<file path="src/rtl/alu_divider_seq.sv">
`default_nettype none
// +----------------------------------------------------------------------------+
// | alu_divider_seq: iterative radix-2 non-restoring divider, valid/ready I/O  |
// | Rev 1.0                                                                    |
// +----------------------------------------------------------------------------+
module alu_divider_seq #(
  parameter int DATA_W = 32,
  parameter int CNT_W  = 6
) (
  input  logic              clk,
  input  logic              rst,
  input  logic              in_valid,
  output logic              in_ready,
  input  logic              is_signed,
  input  logic [DATA_W-1:0] dividend,
  input  logic [DATA_W-1:0] divisor,
  output logic              out_valid,
  input  logic              out_ready,
  output logic [DATA_W-1:0] quotient,
  output logic [DATA_W-1:0] remainder,
  output logic              div_zero
);

  typedef enum logic [1:0] {
    S_IDLE  = 2'd0,
    S_ITER  = 2'd1,
    S_FIXUP = 2'd2,
    S_DONE  = 2'd3
  } state_t;

  localparam logic [CNT_W-1:0]  c_cnt_init = CNT_W'(DATA_W - 1);
  localparam logic [CNT_W-1:0]  c_cnt_one  = CNT_W'(1);
  localparam logic [DATA_W-1:0] c_int_min  = {1'b1, {(DATA_W-1){1'b0}}};

  state_t              state_q, state_d;
  logic [CNT_W-1:0]    cnt_q, cnt_d;
  logic [DATA_W:0]     acc_q, acc_d;
  logic [DATA_W-1:0]   quo_q, quo_d;
  logic [DATA_W-1:0]   dvs_q, dvs_d;
  logic                neg_quo_q, neg_quo_d;
  logic                neg_rem_q, neg_rem_d;
  logic [DATA_W-1:0]   quotient_q, quotient_d;
  logic [DATA_W-1:0]   remainder_q, remainder_d;
  logic                div_zero_q, div_zero_d;

  logic [DATA_W-1:0]   w_dividend_abs;
  logic [DATA_W-1:0]   w_divisor_abs;
  logic [DATA_W:0]     w_dvs_ext;
  logic [DATA_W:0]     w_acc_shift;
  logic [DATA_W:0]     w_acc_step;
  logic [DATA_W:0]     w_acc_fix;
  logic [DATA_W-1:0]   w_rem_mag;

  always_comb begin
    w_dividend_abs = (is_signed && dividend[DATA_W-1]) ? (~dividend + 1'b1) : dividend;
    w_divisor_abs  = (is_signed && divisor[DATA_W-1])  ? (~divisor + 1'b1)  : divisor;
    w_dvs_ext      = {1'b0, dvs_q};
    w_acc_shift    = {acc_q[DATA_W-1:0], quo_q[DATA_W-1]};
    // Operation chosen by the sign of the partial remainder before the shift
    w_acc_step     = acc_q[DATA_W] ? (w_acc_shift + w_dvs_ext) : (w_acc_shift - w_dvs_ext);
    w_acc_fix      = acc_q[DATA_W] ? (acc_q + w_dvs_ext) : acc_q;
    w_rem_mag      = w_acc_fix[DATA_W-1:0];
  end

  always_comb begin
    state_d     = state_q;
    cnt_d       = cnt_q;
    acc_d       = acc_q;
    quo_d       = quo_q;
    dvs_d       = dvs_q;
    neg_quo_d   = neg_quo_q;
    neg_rem_d   = neg_rem_q;
    quotient_d  = quotient_q;
    remainder_d = remainder_q;
    div_zero_d  = div_zero_q;

    case (state_q)
      S_IDLE: begin
        if (in_valid) begin
          neg_quo_d = is_signed & (dividend[DATA_W-1] ^ divisor[DATA_W-1]);
          neg_rem_d = is_signed & dividend[DATA_W-1];
          dvs_d     = w_divisor_abs;
          quo_d     = w_dividend_abs;
          acc_d     = '0;
          cnt_d     = c_cnt_init;
          if (divisor == '0) begin
            quotient_d  = '1;
            remainder_d = dividend;
            div_zero_d  = 1'b1;
            state_d     = S_DONE;
          end else if (is_signed && (dividend == c_int_min) && (divisor == '1)) begin
            quotient_d  = dividend;
            remainder_d = '0;
            div_zero_d  = 1'b0;
            state_d     = S_DONE;
          end else begin
            div_zero_d  = 1'b0;
            state_d     = S_ITER;
          end
        end
      end
      S_ITER: begin
        acc_d = w_acc_step;
        quo_d = {quo_q[DATA_W-2:0], ~w_acc_step[DATA_W]};
        cnt_d = cnt_q - c_cnt_one;
        if (cnt_q == '0) begin
          state_d = S_FIXUP;
        end
      end
      S_FIXUP: begin
        acc_d       = w_acc_fix;
        quotient_d  = neg_quo_q ? (~quo_q + 1'b1) : quo_q;
        remainder_d = neg_rem_q ? (~w_rem_mag + 1'b1) : w_rem_mag;
        state_d     = S_DONE;
      end
      S_DONE: begin
        if (out_ready) begin
          div_zero_d = 1'b0;
          state_d    = S_IDLE;
        end
      end
      default: state_d = S_IDLE;
    endcase
  end

  always_ff @(posedge clk) begin
    if (rst) begin
      state_q     <= S_IDLE;
      cnt_q       <= '0;
      acc_q       <= '0;
      quo_q       <= '0;
      dvs_q       <= '0;
      neg_quo_q   <= 1'b0;
      neg_rem_q   <= 1'b0;
      quotient_q  <= '0;
      remainder_q <= '0;
      div_zero_q  <= 1'b0;
    end else begin
      state_q     <= state_d;
      cnt_q       <= cnt_d;
      acc_q       <= acc_d;
      quo_q       <= quo_d;
      dvs_q       <= dvs_d;
      neg_quo_q   <= neg_quo_d;
      neg_rem_q   <= neg_rem_d;
      quotient_q  <= quotient_d;
      remainder_q <= remainder_d;
      div_zero_q  <= div_zero_d;
    end
  end

  assign in_ready  = (state_q == S_IDLE);
  assign out_valid = (state_q == S_DONE);
  assign quotient  = quotient_q;
  assign remainder = remainder_q;
  assign div_zero  = div_zero_q;

endmodule
`default_nettype wire

</file>
<file path="config.mk">
export PLATFORM = sky130hd
export DESIGN_NAME = alu_divider_seq
export DESIGN_NICKNAME = d
export VERILOG_FILES = /design/src/rtl/alu_divider_seq.sv
export SDC_FILE = /design/constraint.sdc
export NUM_CORES = 1
export LEC_CHECK = 0
export CAP_MARGIN = 20
export CORE_MARGIN = 2
export CORE_UTILIZATION = 65
export DETAILED_ROUTE_END_ITERATION = 7
export DONT_BUFFER_PORTS = 1
export HOLD_SLACK_MARGIN = 0.08
export PLACE_DENSITY = 0.9
export SLEW_MARGIN = 20
export SYNTH_ARGS = -nofsm -noshare
export SYNTH_HDL_FRONTEND = slang
export SYNTH_SLANG_ARGS = --single-unit
</file>
<file path="constraint.sdc">
create_clock -name clk -period 5.7 [get_ports clk]
set_input_delay 1.14 -clock clk [delete_from_list [all_inputs] [get_ports clk]]
set_output_delay 1.14 -clock clk [all_outputs]
set_load 0.01 [all_outputs]
</file>
==> key figures, run 1 <==
Run status
  • Status: complete, but fails checks
  • Failing checks: design-rule violations

Synth
  • #FFs+latches synth: around 170
  • Post-synth EDFFs: 0
  • Netlist cell types: 84
  • Synthesized Nets: 2156
  • Post-Syn Area: between 10000 and 15000 um2
  • Sequential share of the synthesized area: 0.235
  • Dominant synthesized flop cell: dfxtp_1
  • Ys async rst share: 0
  • Avg Inst Size Synth: 7.29 um2
  • Gate Count Post-Synth: approximately 2000
  • Yosys warns: 0

Die
  • Rows: 54
  • Die Area: 23700 um2
  • Num ports: ~140
  • Core ar.: 22000 um2
  • Initial Util: 0.666
  • Die height: ~150 um
  • DIE WIDTH: 154 um

Clock network
  • Clock Path Buffers: 2
  • Root Driver: clkbuf_16
  • CTS H-tree lvls: 4
  • Post-CTS Resized: 0
  • Later-pin clock latency in the skew report: roughly 0.44 ns
  • Worst-path clk slew: 0.07 ns
  • Post-CTS Hold Buffers: 0
  • CTS Buf Count: 17
  • Postcts setup bufs: 0
  • CTS tree: done
  • Clk sink count: between 150 and 200

Placement
  • Dpl ws: between 0.7 and 0.8 ns
  • Port Buffer Count: 0
  • Global placement routability congestion: about 1.1
  • DP HPWL: 34200 um

Global routing
  • Grt ovf: 0
  • Vias in the first global route: 14400
  • First-pass GRT wire length: roughly 75000 um
  • Largest net degree at the start of global routing: ~160
  • Initial antenna violation count: 0
  • Total Routing Usage GR: 0.387

Power
  • Internal: 0.00387 W
  • Combinational Power Share: 0.582
  • Worst vdd ir: about 0.00038 V
  • Leakage dissipation: around 5.9 nW
  • Psw: 0.00399 W
  • Sequential power share: 0.268
  • Sw Share: 0.508
  • Power density over cell area: 518 nW/um2
  • Power share of the clock group: 0.151

STA
  • Final hold viol count: 0
  • Rel. slew slack: 0.293
  • RSZ-0062 raised after global routing: no
  • Fmax: 196 MHz
  • Worst setup margin: approximately 0.6 ns
  • Min Tclk post-route: ~5.1 ns
  • Worst-margin pin slew: ~1.1 ns
  • Skew final: about 0.012 ns
  • Fin Setup TNS: 0 ns
  • Crit share post-route: 0.896
  • Endpoints failing setup: 0
  • Slew Limit Fails: 0

Routing
  • DR pass1 iterations: 8
  • Drt initial violations: about 2100
  • Drt wl/cell: roughly 21 um
  • Vias: 15700
  • # DRC: 1
  • Vias/cell: about 7.1
  • Final wirelength: 47200 um
  • Final ANT Viol Nets: 0

Cells and area
  • Share of cells above drive strength 1: 0.0451
  • Area grow syn2layout: 3.90%
  • Commonest non-fill, non-tap cell in the layout: nand2_1
  • # nets final: between 2000 and 2500
  • Leading cell types in the layout, fill and taps excluded: nand2_1 (234), nor2_1 (218), a21oi_1 (205)
  • Final Util: 0.692
  • Ant diodes: 0

Critical path
  • WP data required: 6.05 ns
  • Crit path largest cell delay: roughly 0.6 ns
  • WS Path Type: reg -> reg
  • Most used cell, CP: a21o_1
  • Crit Path Max Fanout: 8
  • Worst R2R Start: dvs_q[7]
  • Critical path arrival: 5.45 ns
  • Worst Path Buf+Inv: 0
  • Critical path capture point type: flip-flop
  • Crit path from: dvs_q[7]
  • CP max-delay cell: or4_1
  • CP Launch Type: flip-flop
  • Worst path cell trace: or4_1 -> nor4_1 -> nand2b_1 -> nor3_1 -> nand3_1 -> nor4b_1 -> a21oi_1 -> xor2_1 -> ha_1 -> a21oi_1 -> o21bai_1 -> a21o_1 -> a21o_1 -> a21o_1 -> a21o_1 -> a21o_1 -> a21oi_1 -> xnor2_1 -> nand2_1 -> a221oi_1
  • Cell family with most CP delay: simple AND/OR/NAND/NOR gates

Flow run
  • Max-Cap Viols: 0

Worst hold path
  • Min-delay src: quotient[0]
  • Hold WC Path Type: reg -> reg
logic make-up (layout without fill, tap and decap cells):
| kind of cell | count (synthesis) | count (layout) | share of synthesized area |
|---|---|---|---|
| compound gates | 651 | 651 | 0.293 |
| simple gates | 727 | 727 | 0.231 |
| xor+xnor | 177 | 177 | 0.106 |
| buf+inv | 183 | 107 | 0.0531 |
| flops | 172 | 172 | 0.235 |
| fa+ha+maj | 80 | 80 | 0.0695 |
| mux | 17 | 17 | 0.0119 |
layer usage:
metal | track usage | vias to the layer above | part of all wire
li1 | - | 7183 | -
met1 | 0.500 | 7258 | 0.39
met2 | 0.618 | 1041 | 0.44
met3 | 0.0753 | 200 | 0.12
met4 | 0.196 | 0 | 0.054
met5 | 0 | - | 0
worst paths after layout:
| kind | end | slack [ns] | cells after the start |
|---|---|---|---|
| max | quo_q[0] | 0.59 | 20 |
| min | quotient[0] | 0.50 | 2 |
| max reg2reg | quo_q[0] | 0.59 | 20 |
| min reg2reg | quotient[0] | 0.50 | 2 |
power groups by stage:
stage	Combinational, W	Clock, W	Sequential (W)
after floorplan	0.00355	0	0.00190
after CTS	0.00445	0.00118	0.00208
final	0.00458	0.00118	0.00210
after global placement	0.00429	0	0.00209
after global routing	0.00501	0.00123	0.00213
after detailed placement	0.00440	0	0.00210
synthesized netlist by cell type (all sizes together), types with 40 or more instances:
| cell | number | area share |
|---|---|---|
| nor2 | 218 | 0.056 |
| dfxtp | 172 | 0.24 |
| clkbuf | 102 | 0.026 |
| a21o | 40 | 0.021 |
| o21ai | 104 | 0.036 |
| a211oi | 40 | 0.021 |
| ha | 78 | 0.067 |
| inv | 50 | 0.013 |
| nand2 | 234 | 0.060 |
| xor2 | 88 | 0.053 |
| nor3 | 72 | 0.025 |
| nand3 | 40 | 0.014 |
| a21oi | 206 | 0.070 |
| xnor2 | 89 | 0.053 |
sequential cells by signal (all words and copies together) (netlist names):
register,flops
neg_quo_q,1
neg_rem_q,1
quo_q,32
acc_q,33
cnt_q,6
remainder,32
state_q,2
div_zero,1
dvs_q,32
quotient,32
metrics by stage:
step | power [W] | hold WS, ns | instance area [um2] | std cells
2_1_floorplan | 0.00545 | 0.449 | 14600 | 2007
3_3_place_gp | 0.00638 | 0.472 | 14600 | 2178
3_5_place_dp | 0.00650 | 0.470 | 14600 | 2179
4_1_cts | 0.00771 | 0.484 | 15200 | 2211
5_1_grt | 0.00837 | 0.519 | 15200 | 2211
6_report | 0.00786 | 0.500 | 15200 | 2211
worst register-to-register path, cell delays in order, from the launching register on:
cell and delay (ns):
dfxtp_1 0.36, or4_1 0.61, nor4_1 0.29, nand2b_1 0.15, nor3_1 0.28, nand3_1 0.20, nor4b_1 0.51, a21oi_1 0.15
xor2_1 0.16, ha_1 0.38, a21oi_1 0.25, o21bai_1 0.09, a21o_1 0.19, a21o_1 0.18, a21o_1 0.18, a21o_1 0.17
a21o_1 0.17, a21oi_1 0.15, xnor2_1 0.19, nand2_1 0.10, a221oi_1 0.26
final cells by class:
cell class / count / area [um2]
flip-flops and latches: 172 / 3450
repair buffers: 25 / 196
inverters: 50 / 188
fillers: 1806 / 6760
well taps: 280 / 350
multi-input cells: 1652 / 10400
clock buffers: 18 / 429
clock inverters: 14 / 149
Note: power is estimated with default switching activity, not from simulation.
==> inputs of run 2 (changes only) <==
==> constraint.sdc (replaced) <==
create_clock -name clk -period 6 [get_ports clk]
set_input_delay 1.2 -clock clk [delete_from_list [all_inputs] [get_ports clk]]
set_output_delay 1.2 -clock clk [all_outputs]
set_load 0.01 [all_outputs]
==> run 2 against run 1 <==
Compared with the run above: global-route usage up 1.2 points; flip-flop and latch count unchanged; the flow now finishes without violations; clock skew up 0.0058 ns; via count down 0.30%; combinational power down 4%; critical path depth up 1; core utilization about the same; count of clock-buffer cells in the layout down 1; setup slack better by 0.27 ns; routed wire length up 3.1%; clock power down 4%.
==> key figures, run 2 (same netlist as run 1, synthesis figures left out) <==
Die
  • Core ar.: 22000 um2
  • Rows: 54
  • Num ports: 136
  • Initial Util: 0.666
  • Die Area: 23700 um2
  • Die height: roughly 150 um
  • DIE WIDTH: ~150 um

Power
  • Leakage dissipation: 5.87 nW
  • Sw Share: 0.513
  • Internal: between 0.003 and 0.004 W
  • Power share of the clock group: 0.150
  • Worst vdd ir: 0.000486 V
  • Sequential power share: 0.267
  • Combinational Power Share: 0.583
  • Power density over cell area: roughly 500 nW/um2
  • Psw: around 0.0039 W
  • Final Power: around 0.0075 W

Placement
  • Port Buffer Count: 0
  • DP HPWL: approximately 35000 um
  • Inst Count DP: approximately 2200
  • Global placement routability congestion: just over 1

Global routing
  • First-pass GRT wire length: 76500 um
  • Grt ovf: 0
  • Vias in the first global route: between 10000 and 15000
  • Initial antenna violation count: 0
  • Largest net degree at the start of global routing: around 160
  • Total Routing Usage GR: 0.399

Cells and area
  • # nets final: between 2000 and 2500
  • Ant diodes: 0
  • Biggest register: acc_q
  • Share of cells above drive strength 1: 0.0446
  • Number of flip-flops in the largest register: 33
  • Area grow syn2layout: 3.83%
  • Commonest non-fill, non-tap cell in the layout: nand2_1
  • Leading cell types in the layout, fill and taps excluded: nand2_1 (234), nor2_1 (217), a21oi_1 (205)
  • Final non-filler cell total: roughly 2200

Routing
  • DR pass1 iterations: 7
  • Final ANT Viol Nets: 0
  • # DRC: 0
  • Drt wl/cell: 22.0 um
  • Drt initial violations: around 1800
  • Vias: approximately 16000
  • Final wirelength: around 50000 um
  • Vias/cell: 7.08

STA
  • Slew Limit Fails: 0
  • Crit share post-route: 0.856
  • Worst-margin pin slew: 1.20 ns
  • Skew final: approximately 0.018 ns
  • Endpoints failing setup: 0
  • Rel. slew slack: 0.196
  • Final hold viol count: 0
  • RSZ-0062 raised after global routing: no
  • Fin Setup TNS: 0 ns
  • Fmax: 195 MHz
  • Min Tclk post-route: between 5 and 6 ns

Clock network
  • Clock Path Buffers: 2
  • Post-CTS Hold Buffers: 0
  • Postcts setup bufs: 0
  • Later-pin clock latency in the skew report: 0.45 ns
  • CTS H-tree lvls: 4
  • Root Driver: clkbuf_16
  • Post-CTS Resized: 0
  • CTS tree: done
  • Clk sink count: about 170
  • Worst-path clk slew: ~0.08 ns
  • CTS Buf Count: 17

Run status
  • Status: completed

Critical path
  • CP Launch Type: flip-flop
  • CP max-delay cell: or4_1
  • Worst Path Buf+Inv: 1
  • Cell family with most CP delay: simple AND/OR/NAND/NOR gates
  • Reg2reg path depth: 21
  • Most used cell, CP: a21o_1
  • Worst path cell trace: or4_1 -> nor4_1 -> nand2b_1 -> nor3_1 -> nand3_1 -> nor4b_1 -> buf_4 -> a21oi_1 -> xor2_1 -> ha_1 -> a21oi_1 -> o21bai_1 -> a21o_1 -> a21o_1 -> a21o_1 -> a21o_1 -> a21o_1 -> a21oi_1 -> xnor2_1 -> nand2_1 -> a221oi_1
  • WS Path Type: reg -> reg
  • Crit path largest cell delay: approximately 0.59 ns
  • Critical path arrival: 5.48 ns
  • Crit Path Max Fanout: 8
  • WP data required: about 6.3 ns
  • Crit path depth: 21
  • Critical path capture point type: flip-flop
  • Reg2Reg Setup Slack: between 0.8 and 0.9 ns

Worst hold path
  • Hold Path Depth: 2
  • Hold WC Path Type: reg -> reg

Flow run
  • Max-Cap Viols: 0
[run 2: cell types whose count changed in the layout (fill, tap and decap cells not counted), sizes merged]
cell	before	now
clkbuf	18	17
clkinv	1	3
buf	25	22
clkinvlp	3	4
inv	59	56
[run 2: worst min-delay path, cell delays in order, from the launching register on]
cell	delay, ns
dfxtp_1	0.34
nand2_1	0.06
a21oi_1	0.05
[run 2: path summary, 6_finish.rpt]
path / start / to
max: dvs_q[8] / quo_q[0]
min reg2reg: quotient[0] / quotient[0]
min: quotient[0] / quotient[0]
max reg2reg: dvs_q[8] / quo_q[0]
[run 2: layer usage]
layer  track usage  up-vias  wire length [um]
met1         0.509     7193             19000
met4         0.227        0              2860
met5             0        -                 0
met3        0.0744      207              5120
met2         0.636     1063             21600
li1              -     7172                 -
[run 2: power by group through the flow]
| stage | Clock [W] | Sequential, W | Combinational, W |
|---|---|---|---|
| 5_1_grt | 0.00117 | 0.00204 | 0.00480 |
| 3_5_place_dp | 0 | 0.00201 | 0.00421 |
| 2_1_floorplan | 0 | 0.00180 | 0.00337 |
| 3_3_place_gp | 0 | 0.00199 | 0.00412 |
| 6_report | 0.00113 | 0.00201 | 0.00440 |
| 4_1_cts | 0.00113 | 0.00198 | 0.00426 |
[run 2: layout make-up]
type                            count  area [um2]
Inverter                           50         188
Sequential cell                   172        3450
Tap cell                          280         350
Fill cell                        1831        6770
Multi-Input combinational cell   1652       10400
Timing Repair Buffer               22         178
Clock inverter                     14         158
Clock buffer                       17         425
[run 2: metrics by stage]
stage | util | instance area, um2 | worst slack (ns) | hold WS [ns]
2_1_floorplan | - | 14600 | 0.726 | 0.449
3_3_place_gp | 0.665 | 14600 | 1.17 | 0.476
3_5_place_dp | 0.665 | 14600 | 0.987 | 0.482
4_1_cts | 0.691 | 15200 | 0.963 | 0.494
5_1_grt | 0.692 | 15200 | 0.417 | 0.514
6_report | 0.692 | 15200 | 0.863 | 0.497
==> variant: new RTL, flow settings as in run 1 <==
Add an input register stage for `dividend`; this delays it by one clock. The other inputs are not delayed to match.
--- a/src/rtl/alu_divider_seq.sv
+++ b/src/rtl/alu_divider_seq.sv
@@ -34,2 +34,8 @@
 
+  logic [DATA_W-1:0] dividend_q;
+
+  always_ff @(posedge clk) begin
+    dividend_q <= dividend;
+  end
+
   state_t              state_q, state_d;
@@ -54,3 +60,3 @@
   always_comb begin
-    w_dividend_abs = (is_signed && dividend[DATA_W-1]) ? (~dividend + 1'b1) : dividend;
+    w_dividend_abs = (is_signed && dividend_q[DATA_W-1]) ? (~dividend_q + 1'b1) : dividend_q;
     w_divisor_abs  = (is_signed && divisor[DATA_W-1])  ? (~divisor + 1'b1)  : divisor;
@@ -79,4 +85,4 @@
         if (in_valid) begin
-          neg_quo_d = is_signed & (dividend[DATA_W-1] ^ divisor[DATA_W-1]);
-          neg_rem_d = is_signed & dividend[DATA_W-1];
+          neg_quo_d = is_signed & (dividend_q[DATA_W-1] ^ divisor[DATA_W-1]);
+          neg_rem_d = is_signed & dividend_q[DATA_W-1];
           dvs_d     = w_divisor_abs;
@@ -87,7 +93,7 @@
             quotient_d  = '1;
-            remainder_d = dividend;
+            remainder_d = dividend_q;
             div_zero_d  = 1'b1;
             state_d     = S_DONE;
-          end else if (is_signed && (dividend == c_int_min) && (divisor == '1)) begin
-            quotient_d  = dividend;
+          end else if (is_signed && (dividend_q == c_int_min) && (divisor == '1)) begin
+            quotient_d  = dividend_q;
             remainder_d = '0;
Check against the original RTL: not equivalent (a bounded check fails within 4 cycles, from zero or initial values and one cycle with rst high).
==> variant against run 1 <==
Worst setup slack gained 99 ps; routed wire length rose by 0.71%; clock skew is 19 ps higher; sequential cell count up 32; clock power grew 21%; design area up 4.1%; hold slack lost 13 ps; total power down 6.8%; first-iteration DRC count decreased by 15%; fmax up 2.0%; sequential share of layout area is 3.1 points higher; area after synthesis increased by 2.5%.
==> variant: results (changes against run 1) <==
metric;value;unit;change
status;complete, no violations;;
number of signal-net buffers in the layout;23;;-8.0%
clock sinks;204;;+19%
H-tree depth;1;;-3
# rows;55;;+1.9%
Clock Tree Buf Depth;3;;+1
Worst VDD drop;594;uV;+56%
hold_sp;neg_quo_q;;
fin nets;2085;;+0.87%
WP data arrival;5490;ps;+40 ps
Non-clk invs;41;;-18%
design area;15800;um2;+4.1%
clk cell area share;0.0459;;+0.00782
sequential-to-total area share from yosys stat;0.272;;+0.0370
Sw Share;0.468;;-0.0394
CP max stage cell;a221oi_1;;
postcts setup bufs;0;;unchanged
Met2 Wirelength;20800;um;-0.53%
vias in the first global route;14500;;+0.78%
top post-synthesis cells by area;dfxtp_1, ha_1, nand2_1, xor2_1, nor2_1;;
Area after DPL;15100;um2;+3.3%
fmax;200;MHz;+2.0%
worst skew pair latency;550;ps;+110 ps
Fill cells;1797;;-0.50%
multi-input gates;1643;;-0.54%
crit-path leading delay family;compound AO/OA/AOI/OAI gates;;
global-route wire length before repair;74400;um;-0.67%
via/cell ratio;6.96;;-1.9%
R2R setup slack;690;ps;+100 ps
Critical Path Sink;acc_q[30];;
hold slack;487;ps;-13.2 ps
Post-Route WL;47500;um;+0.71%
max incr delay on CP;530;ps;-70 ps
Starting DRT DRC Count;1777;;-15%
CLK BUF;33;;+15
Final non-clock buffer share;0.0109;;-0.00202
Total GRT Usage;0.377;;-0.0100
Seq/total area;0.258;;+0.0314
Hold EP;neg_quo_q;;
met1 WL;18300;um;+0.25%
metal3 WL;6100;um;+10%
dpl cells;2196;;+0.78%
fin cells;2236;;+1.1%
max reg flops;33;;unchanged
top sig layer;met4;;
syn avg cell area;7.46;um2;+2.4%
HPWL after DPL;34500;um;+0.84%
fraction of layout instances using a drive strength above 1;0.0569;;+0.0118
max_slew headroom;0.271;;-0.0222
Layout Skew;31.2;ps;+19.2 ps
pin count of the biggest net entering global routing;166;;+2.5%
Worst Path Max Fanout;6;;-2
GPL Wtd Cong;1.01;;-5.9%
DP Worst Slack;817;ps;+91.0 ps
Static Leak;6.08;nW;+3.4%
crit path from;dvs_q[2];;
Num CTS Buffers;23;;+6
Yosys cell types;82;;-2.4%
Post-synth top cells;nand2_1, nor2_1, dfxtp_1;;
## variant: cells by family (layout without fill, tap and decap cells)
logic type | count (synthesis) | count (layout) | share of synthesized area
flops | 204 | 204 | 0.272
compound gates | 619 | 619 | 0.273
mux | 16 | 16 | 0.0113
buf+inv | 161 | 104 | 0.0412
xor+xnor | 183 | 183 | 0.107
simple gates | 745 | 745 | 0.228
fa+ha+maj | 80 | 80 | 0.0678
## variant: power by group through the flow
stage / clock, mW / combinational, mW / sequential [mW]
floorplan: 0 / 2.88 / 1.92
global placement: 0 / 3.57 / 2.05
detailed placement: 0 / 3.69 / 2.06
CTS: 1.43 / 3.73 / 2.04
global route: 1.49 / 4.17 / 2.08
finish: 1.43 / 3.84 / 2.06
## variant: tightest hold or removal path, delay by kind of cell, from the launching register on
family	cells	cell delay (ps)
flops	1	320
simple gates	1	60
compound gates	1	60
## variant: metal layers
metal	track usage	up-vias
met2	0.599	1053
met1	0.493	7198
met3	0.0794	178
met4	0.174	0
li1	-	7132
met5	0	-
